File: config.mk
export PLATFORM = sky130hd
export DESIGN_NAME = lg_port_arbiter
export DESIGN_NICKNAME = d
export VERILOG_FILES = /design/src/rtl/lg_pkg.sv /design/src/rtl/lg_frame_edge.sv /design/src/rtl/lg_port_arbiter.sv
export SDC_FILE = /design/constraint.sdc
export NUM_CORES = 1
export LEC_CHECK = 0
export ABC_CLOCK_PERIOD_IN_PS = 2700
export BUFFER_PORTS_ARGS = -buffer_cell sky130_fd_sc_hd__buf_4
export CAP_MARGIN = 30
export CORE_MARGIN = 4
export CORE_UTILIZATION = 45
export DETAILED_ROUTE_END_ITERATION = 10
export PLACE_DENSITY = 0.75
export SLEW_MARGIN = 20
export SYNTH_ARGS = -nofsm -noshare
export SYNTH_HDL_FRONTEND = slang
export SYNTH_SLANG_ARGS = --single-unit
File: constraint.sdc
create_clock -name CLK -period 2.7 [get_ports CLK]
set_clock_uncertainty 0.15 [all_clocks]
set_input_delay 0.27 -clock CLK [delete_from_list [all_inputs] [get_ports CLK]]
set_output_delay 0.27 -clock CLK [all_outputs]
set_load 0.005 [all_outputs]
File: src/rtl/lg_pkg.sv
// rtl/lg_pkg.sv - shared types and constants for the light-gun port arbiter
package lg_pkg;

  typedef enum logic [1:0] {
    IDLE  = 2'd0,
    ARMED = 2'd1,
    PULSE = 2'd2,
    LOCK  = 2'd3
  } lg_arb_state_t;

  localparam logic [1:0] LG_MODE_SINGLE = 2'd0;
  localparam logic [1:0] LG_MODE_ALT    = 2'd1;
  localparam logic [1:0] LG_MODE_SEL    = 2'd2;
  localparam logic [1:0] LG_MODE_OFF    = 2'd3;

  localparam int LG_TGT_GUN0 = 0;
  localparam int LG_TGT_GUN1 = 1;
  localparam int LG_TGT_BOTH = 2;

endpackage

File: src/rtl/lg_frame_edge.sv
// rtl/lg_frame_edge.sv - SEL synchroniser and CE_PIX-qualified VDE edge detect
module lg_frame_edge (
  input  logic CLK,
  input  logic RESET_N,
  input  logic CE_PIX,
  input  logic VDE,
  input  logic SEL,
  output logic frame_start,
  output logic frame_end,
  output logic sel_sync
);

  logic sel_meta;
  logic vde_prev;

  always_ff @(posedge CLK or negedge RESET_N) begin
    if (!RESET_N) begin
      sel_meta <= 1'b0;
      sel_sync <= 1'b0;
      vde_prev <= 1'b0;
    end else begin
      sel_meta <= SEL;
      sel_sync <= sel_meta;
      // VDE history only advances on pixel ticks so edges line up with CE_PIX
      if (CE_PIX) vde_prev <= VDE;
    end
  end

  assign frame_start = CE_PIX & VDE & ~vde_prev;
  assign frame_end   = CE_PIX & ~VDE & vde_prev;

endmodule

File: src/rtl/lg_port_arbiter.sv
// rtl/lg_port_arbiter.sv - per-frame owner selection and sensor pulse shaping for two light guns
module lg_port_arbiter
  import lg_pkg::*;
#(
  parameter int PULSE_LEN = 64
) (
  input  logic       CLK,
  input  logic       RESET_N,
  input  logic       CE_PIX,
  input  logic       VDE,
  input  logic [1:0] MODE,
  input  logic       SEL,
  input  logic [1:0] HIT,
  input  logic [1:0] VALID,
  input  logic [1:0] DRAW,
  output logic       SENSOR,
  output logic       HV_LATCH,
  output logic       OWNER,
  output logic       MISS,
  output logic [2:0] TARGET
);

  localparam logic [7:0] LAST_TICK = 8'(PULSE_LEN - 1);

  lg_arb_state_t state_q, state_d;
  logic [7:0]    cnt_q, cnt_d;
  logic          toggle_q, toggle_d;
  logic          end_seen_q, end_seen_d;
  logic          owner_d, miss_d, hv_d, sensor_d;
  logic [2:0]    target_d;
  logic          frame_start, frame_end, sel_sync;
  logic          hit_ok, both;

  lg_frame_edge u_frame_edge (
    .CLK         (CLK),
    .RESET_N     (RESET_N),
    .CE_PIX      (CE_PIX),
    .VDE         (VDE),
    .SEL         (SEL),
    .frame_start (frame_start),
    .frame_end   (frame_end),
    .sel_sync    (sel_sync)
  );

  assign hit_ok = HIT[OWNER] & VALID[OWNER];
  assign both   = DRAW[0] & DRAW[1];

  always_comb begin
    state_d    = state_q;
    cnt_d      = cnt_q;
    toggle_d   = toggle_q;
    end_seen_d = end_seen_q;
    owner_d    = OWNER;
    miss_d     = MISS;
    hv_d       = 1'b0;
    if (MODE == LG_MODE_OFF) begin
      state_d = IDLE;
    end else begin
      case (state_q)
        IDLE: begin
          if (frame_start) begin
            state_d = ARMED;
            case (MODE)
              LG_MODE_SINGLE: owner_d = 1'b0;
              LG_MODE_ALT: begin
                owner_d  = ~toggle_q;
                toggle_d = ~toggle_q;
              end
              default: owner_d = sel_sync;
            endcase
          end
        end
        ARMED: begin
          if (hit_ok) begin
            state_d    = PULSE;
            hv_d       = 1'b1;
            miss_d     = 1'b0;
            cnt_d      = 8'd0;
            end_seen_d = frame_end;
          end else if (frame_end) begin
            state_d = IDLE;
            miss_d  = 1'b1;
          end
        end
        PULSE: begin
          if (frame_end) end_seen_d = 1'b1;
          if (CE_PIX) begin
            // A frame that already ended skips LOCK so the next frame can arm
            if (cnt_q == LAST_TICK)
              state_d = (end_seen_q | frame_end) ? IDLE : LOCK;
            else if (cnt_q != 8'hFF)
              cnt_d = cnt_q + 8'd1;
          end
        end
        LOCK: begin
          if (frame_end) state_d = IDLE;
        end
        default: state_d = IDLE;
      endcase
    end
    sensor_d = (state_d == PULSE);
    target_d = '0;
    target_d[LG_TGT_BOTH] = both;
    target_d[LG_TGT_GUN0] = DRAW[0] & ~both;
    target_d[LG_TGT_GUN1] = DRAW[1] & ~both;
  end

  always_ff @(posedge CLK or negedge RESET_N) begin
    if (!RESET_N) begin
      state_q    <= IDLE;
      cnt_q      <= 8'd0;
      toggle_q   <= 1'b0;
      end_seen_q <= 1'b0;
      OWNER      <= 1'b0;
      MISS       <= 1'b0;
      HV_LATCH   <= 1'b0;
      SENSOR     <= 1'b0;
      TARGET     <= 3'd0;
    end else begin
      state_q    <= state_d;
      cnt_q      <= cnt_d;
      toggle_q   <= toggle_d;
      end_seen_q <= end_seen_d;
      OWNER      <= owner_d;
      MISS       <= miss_d;
      HV_LATCH   <= hv_d;
      SENSOR     <= sensor_d;
      TARGET     <= target_d;
    end
  end

endmodule

==> flow_summary_export.csv, run 1 <==
group,metric,value,unit
run_status,status,"complete, no violations",
synth,synthFlopType,"dfrtp_1",
timing,fin_crit,2.211,ns
critical_path,start_kind,"flop",
critical_path,crit_family,"compound AO/OA/AOI/OAI gates",
pwr,power.total,705.7,uW
critical_path,worstSetupPathType,"reg -> reg",
pwr,ir_drop,0.0003877,V
global_routing,grt_antenna_before_repair,0,
timing,tightestPinTransition,0.6210,ns
timing,layout_worst_path_cycle_share,81.88,%
synth,ys_seq_elements,22,
timing,fin_setup_tns,0,ns
clock_tree,cts_max_level,1,
critical_path,r2r_start,"cnt_q[0]",
synth,synth.area.top_cells,"dfrtp_1, a21oi_1, o21ai_0, nand2_1, a41oi_4",
route,drt_iter0_drc,14,
route,first_pass_iters,4,
hold_path,hold_path_depth,2,
place,gp_congestion,0.8997,
hold_path,holdPathEnd,"state_q[0]",
synth,synth_top_family_by_area,"simple AND/OR/NAND/NOR gates",
clock_tree,numClockSinks,22,
global_routing,grt_usage,15.47,%
critical_path,slowest_delay,0.57,ns
critical_path,critPathArrivalTime,2.30,ns
synth,synth_compound_area_share,20.96,%
route,drc,0,
floorplan,coreArea,2276,um2
floorplan,die_w,57.80,um
cells_and_area,utilization,58.93,%
synth,synth_edf_count,0,
hold_path,min_path_type,"in -> reg",
pwr,leakage,0.5773,nW
clock_tree,clock_path_buffers,2,
floorplan,ioPinCount,20,
synth,synthMuxAreaShare,1.009,%
run,maxCapViolations,0,
cells_and_area,drive_above_1_share,22.73,%
global_routing,grt_pass1_vias,986,
place,dp_slack,0.5347,ns
timing,hold_violations,0,
synth,yosys_warnings,0,
global_routing,overflow,0,
synth,ys_seq_area_share,49.33,%
cells_and_area,diodes,0,
clock_tree,cts_tree,"done",
critical_path,worstSetupEndpointType,"flop",
critical_path,cp.required,2.79,ns
critical_path,path_max_fanout,14,
timing,clock.fmax,0.4523,GHz
global_routing,grt_max_degree,23,
clock_tree,clkTransAtPathRegs,0.11,ns
synth,synth_fp_nets,122,
floorplan,fp.dieH,57.80,um
timing,rsz0062_at_grt,"false",
clock_tree,cts-buffers-inserted,3,
place,placed_area,1279,um2
route,wirelength,2271,um
critical_path,r2r_slack,0.49,ns
synth,synth_top_area_share,49.33,%
critical_path,worst-path-buf-inv,0,
synth,synth_fa_ha_area_share,1.121,%
cells_and_area,nets,148,
clock_tree,cts-root-buf,"clkbuf_4",
cells_and_area,final_common_cell,"dfrtp_1",
place,io_buffers,19,
floorplan,die_area,3341,um2
timing,setup_slack,0.4891,ns
synth,avgSynthCellArea,10.33,um2
pwr,power_density,526.1,nW/um2
critical_path,crit_slowest_cell,"o311ai_0",
critical_path,timing.reg2reg.worst_path_depth,6,
place,place_inst,153,
cells_and_area,instances_no_fill,160,
synth,yosysTopAreaCell,"dfrtp_1",
critical_path,path_cells,"ha_1 > nand2_1 > o311ai_0 > o2bb2ai_2 > o21ai_0 > a21oi_1",
route,viasPerCell,5.838,
cells_and_area,final_cell_mix,"dfrtp_1, buf_4, nand2_1",
clock_tree,clkLatencyLatePin,0.31,ns
timing,slew_violations,0,
timing,holdWs,0.03341,ns
route,wl_per_cell,14.19,um
cells_and_area,syn_to_final_growth,20.18,%
critical_path,timing.rr.end,"cnt_q[3]",
floorplan,rows,17,
timing,setup_viol,0,
global_routing,grt_pass1_wl,4126,um
route,dr_total_vias,934,
synth,synth-simple-area-share,23.99,%
synth,synth.distinct_cells,41,
cells_and_area,final_cell_area,1341,um2
synth,synthesis.area,1116,um2
place,hpwl,1638,um
timing,slew_headroom,58.07,%
route,ant_nets,0,
synth,yosys.area_share.xor_xnor,1.570,%
synth,netlist_instances,108,
synth,postSynth.asyncResetShare,100.0,%
hold_path,min_from,"MODE[1]",
floorplan,start_util,49.04,%
-- state kept, by name, summed over array words and instances, names as in the netlist --
name and flops:
end_seen_q 1, u_frame_edge.vde_prev 1, u_frame_edge.sel_sync 1, OWNER 1
TARGET 3, SENSOR 1, MISS 1, HV_LATCH 1
u_frame_edge.sel_meta 1, toggle_q 1, state_q 2, cnt_q 8
-- final cells by class --
class / instances / area (um2)
fillers: 187 / 934.6
flip-flops and latches: 22 / 550.5
well taps: 28 / 35.03
repair buffers: 23 / 182.7
clock buffers: 3 / 22.52
inverters: 2 / 7.507
multi-input cells: 82 / 543.0
-- power breakdown --
| group | internal (mW) | total [mW] | switching, mW | leakage (nW) |
|---|---|---|---|---|
| sequential | 0.373 | 0.411 | 0.0374 | 0.287 |
| combinational | 0.0809 | 0.148 | 0.0676 | 0.276 |
| clock | 0.0521 | 0.146 | 0.0943 | 0.0138 |
| total | 0.506 | 0.706 | 0.199 | 0.577 |
-- worst register-to-register path, cell delays in order (launching register included) --
cell       delay (ns)
dfrtp_1          0.40
ha_1             0.32
nand2_1          0.08
o311ai_0         0.57
o2bb2ai_2        0.32
o21ai_0          0.17
a21oi_1          0.14
-- cell families (layout without fill, tap and decap cells) --
logic type,count (synthesis),count (layout)
multiplexers,1,1
adder cells (fa/ha/maj),1,1
AND/OR/NAND/NOR,46,46
XOR/XNOR,2,2
buffers and inverters,4,28
AO/OA/AOI/OAI,32,32
flip-flops,22,22
-- synth_stat cells (all sizes together) (2+ instances only) --
library cell / instances
nor3b: 2
o31ai: 3
nand2: 10
nand4: 2
nand3: 5
dfrtp: 22
a21oi: 9
nor2b: 3
and2: 2
inv: 2
or3: 5
nand3b: 2
o21ai: 9
nor2: 4
or4: 2
nand2b: 2
and3: 2
-- layer usage --
layer	share of wire (%)	global-route usage [%]	vias to the layer above
li1	-	-	453
met1	45	19.08	457
met3	4.1	2.227	2
met4	0.88	5.298	0
met5	0	0	-
met2	50	27.42	22
-- repair_timing --
action / CTS / global route
hold endpoints to repair: 25 / 0
setup buffers: 0 / 0
hold buffers: 4 / 0
resized for setup: 0 / 0
-- worst max-delay path by stage --
stage	from	end	slack [ns]	cells after the start
after floorplan	cnt_q[0]	cnt_q[7]	0.73	6
after global placement	cnt_q[0]	cnt_q[7]	0.62	6
after detailed placement	cnt_q[0]	cnt_q[7]	0.53	6
after CTS	cnt_q[0]	cnt_q[7]	0.50	6
after global routing	cnt_q[0]	cnt_q[2]	0.28	6
final	cnt_q[0]	cnt_q[3]	0.49	6
Note: power is estimated with default switching activity, not from simulation.
==> inputs of run 2 (changes only) <==
ABC_AREA = 1   (was default)
ABC_CLOCK_PERIOD_IN_PS = 2050   (was 2700)
PLACE_DENSITY = 0.74   (was 0.75)
clock period = 2.05 ns   (was 2.7 ns; I/O delays follow)
==> run 2 against run 1 <==
Critical path depth shrank 1. Global-route usage grew 1.9 points. Non-clock buffer count grew 5. Clock power grew 120%. Largest cell class is now multi-input gates. Maximum frequency grew 22%. Critical path type unchanged.
==> flow_summary_export.csv, run 2 <==
group,metric,value,unit
global_routing,grt_pass1_wl,4678,um
critical_path,worstSetupPathType,"reg -> reg",
clock_tree,cts_max_level,1,
global_routing,grt_use_met1,22.21,%
synth,synth.distinct_cells,21,
clock_tree,cts-root-buf,"clkbuf_4",
synth,synth_edf_count,0,
cells_and_area,diodes,0,
critical_path,start_kind,"flop",
critical_path,cp.required,2.16,ns
timing,layout_worst_path_cycle_share,88.40,%
cells_and_area,largest_reg_flops,8,
timing,setup_viol,0,
synth,synth.area.top_cells,"dfrtp_1, nand2_1, nand3_1, nor2_1, inv_1",
place,dp_slack,0.3518,ns
timing,holdWs,0.04866,ns
critical_path,slowest_delay,0.57,ns
floorplan,fp.dieH,60.10,um
global_routing,grt_use_met2,26.08,%
cells_and_area,final_cell_mix,"nand2_1, nor2_1, dfrtp_1, inv_1, nand3_1",
place,io_buffers,19,
synth,synthesis.area,1221,um2
clock_tree,clkTransAtPathRegs,0.12,ns
route,drt_iter0_drc,78,
cells_and_area,nets,216,
clock_tree,clkLatencyLatePin,0.31,ns
synth,synthTopCellsByCount,"nand2_1, nor2_1, dfrtp_1, inv_1, nand3_1",
timing,rsz0062_at_grt,"false",
cells_and_area,reg_top3,"cnt_q x8, TARGET x3, state_q x2",
global_routing,overflow,0,
cells_and_area,syn_to_final_growth,26.43,%
route,ant_nets,0,
cells_and_area,largest-register,"cnt_q",
place,hpwl,1843,um
critical_path,worst-path-buf-inv,2,
cells_and_area,fillCellCount,221,
route,dr_total_vias,1141,
clock_tree,cts.repair.resized,0,
timing,clock.fmax,0.5518,GHz
synth,yosys_warnings,0,
route,wl_per_cell,11.27,um
global_routing,grt_max_degree,23,
synth,synth_fp_nets,183,
timing,fin_setup_tns,0,ns
floorplan,coreArea,2522,um2
critical_path,critPathArrivalTime,1.92,ns
critical_path,crit_slowest_cell,"dlygate4sd3_1",
route,drc,0,
timing,hold_violations,0,
run_status,status,"complete, no violations",
floorplan,ioPinCount,20,
synth,ys_seq_elements,22,
synth,ys_seq_area_share,45.08,%
synth,yosysTopAreaCell,"dfrtp_1",
synth,synthFlopType,"dfrtp_1",
run,maxCapViolations,0,
floorplan,die_area,3611,um2
synth,postSynth.asyncResetShare,100.0,%
route,first_pass_iters,4,
timing,slew_violations,0,
clock_tree,cts-buffers-inserted,3,
critical_path,path_max_fanout,4,
floorplan,die_w,60.10,um
cells_and_area,final_common_cell,"nand2_1",
pwr,leakage,0.8289,nW
floorplan,start_util,48.41,%
global_routing,grt_antenna_before_repair,0,
timing,tightestPinTransition,0.2849,ns
global_routing,met3_usage,5.616,%
critical_path,crit_family,"buffers and inverters",
cells_and_area,utilization,61.21,%
floorplan,rows,18,
global_routing,grt_pass1_vias,1101,
place,gp_congestion,0.7971,
pwr,ir_drop,0.0006617,V
critical_path,worstSetupEndpointType,"flop",
global_routing,grt_usage,17.38,%
clock_tree,clock_path_buffers,2,
synth,synth_top_area_share,45.08,%
pwr,power_density,878.8,nW/um2
timing,slew_headroom,80.96,%
route,wirelength,2603,um
synth,avgSynthCellArea,7.226,um2
clock_tree,cts_setup_buffers,0,
timing,setup_slack,0.2378,ns
hold_path,min_path_type,"in -> reg",
clock_tree,numClockSinks,22,
synth,netlist_instances,169,
clock_tree,cts_tree,"done",
pwr,power.total,1.357,mW
cells_and_area,drive_above_1_share,15.42,%
synth,yosysMostFrequentCell,"nand2_1",
route,viasPerCell,4.939,
global_routing,busiest_layer,"met2",
timing,fin_crit,1.812,ns
critical_path,path_cells,"inv_1 > nor2_4 > nand3_1 > a21oi_1 > dlygate4sd3_1",
==> run 2: changes by cell type after synthesis, moves of 3 or more <==
cell and delta:
nor2_1 +21, a21oi_1 -8, nor2b_1 -3, o21ai_0 -6
nand3_1 +17, or3_1 -3, nand2_1 +45, o31ai_1 -3
inv_1 +20
==> run 2: worst reg2reg max path: cells and delay by family (launching register included) <==
family,cells,cell delay [ns]
buf+inv,2,0.69
flops,1,0.43
simple gates,2,0.27
compound gates,1,0.23
==> run 2: timing repair <==
action | in CTS | in global routing
hold endpoints to repair | 28 | 0
hold buffers | 9 | 0
endpoints found under the setup margin | 0 | 0
==> run 2: final timing paths <==
kind	from	endpoint	slack [ns]	depth (start not counted)
min reg2reg	u_frame_edge.sel_meta	u_frame_edge.sel_sync	0.21	0
max reg2reg	state_q[0]	HV_LATCH	0.24	5
min	MODE[1]	MISS	0.05	3
min in group asynchronous	RESET_N	cnt_q[6]	0.15	2
max	state_q[0]	HV_LATCH	0.24	5
max in group asynchronous	RESET_N	SENSOR	1.38	2
==> run 2: cells by family after synthesis <==
logic type                 after synthesis  share of synthesized area (%)
adders and majority gates                1                          1.024
buffers and inverters                   23                          7.069
xor gates and xnor gates                 2                          1.435
and+or+nand+nor                        113                          40.57
DFF                                     22                          45.08
AOI/OAI and AO/OA                        8                          4.816
==> run 2: area by class of cell <==
type	count	area (um2)	share of cell area (%)
Tap cell	30	37.54	2.431
Clock buffer	3	22.52	1.459
Inverter	23	86.33	5.592
Timing Repair Buffer	28	232.7	15.07
Clock inverter	1	30.03	1.945
Sequential cell	22	550.5	35.66
Multi-Input combinational cell	124	584.3	37.84
==> run 2: per-layer routing <==
metal / up-vias / routed length [um]
met3: 4 / 182
met1: 508 / 1138
met2: 34 / 1241
met4: 0 / 41
li1: 595 / -
met5: - / 0
==> run 2: stage by stage <==
stage | instances | area, um2
detailed placement | 218 | 1401
finish | 231 | 1544
floorplan | 169 | 1221
global route | 231 | 1544
global placement | 218 | 1401
CTS | 231 | 1544
==> run 2: power breakdown <==
part           total, mW  switching (mW)  internal (mW)  leakage, nW
registers          0.570          0.0570          0.513        0.290
clock network      0.327           0.129          0.198       0.0279
logic              0.460           0.272          0.188        0.511
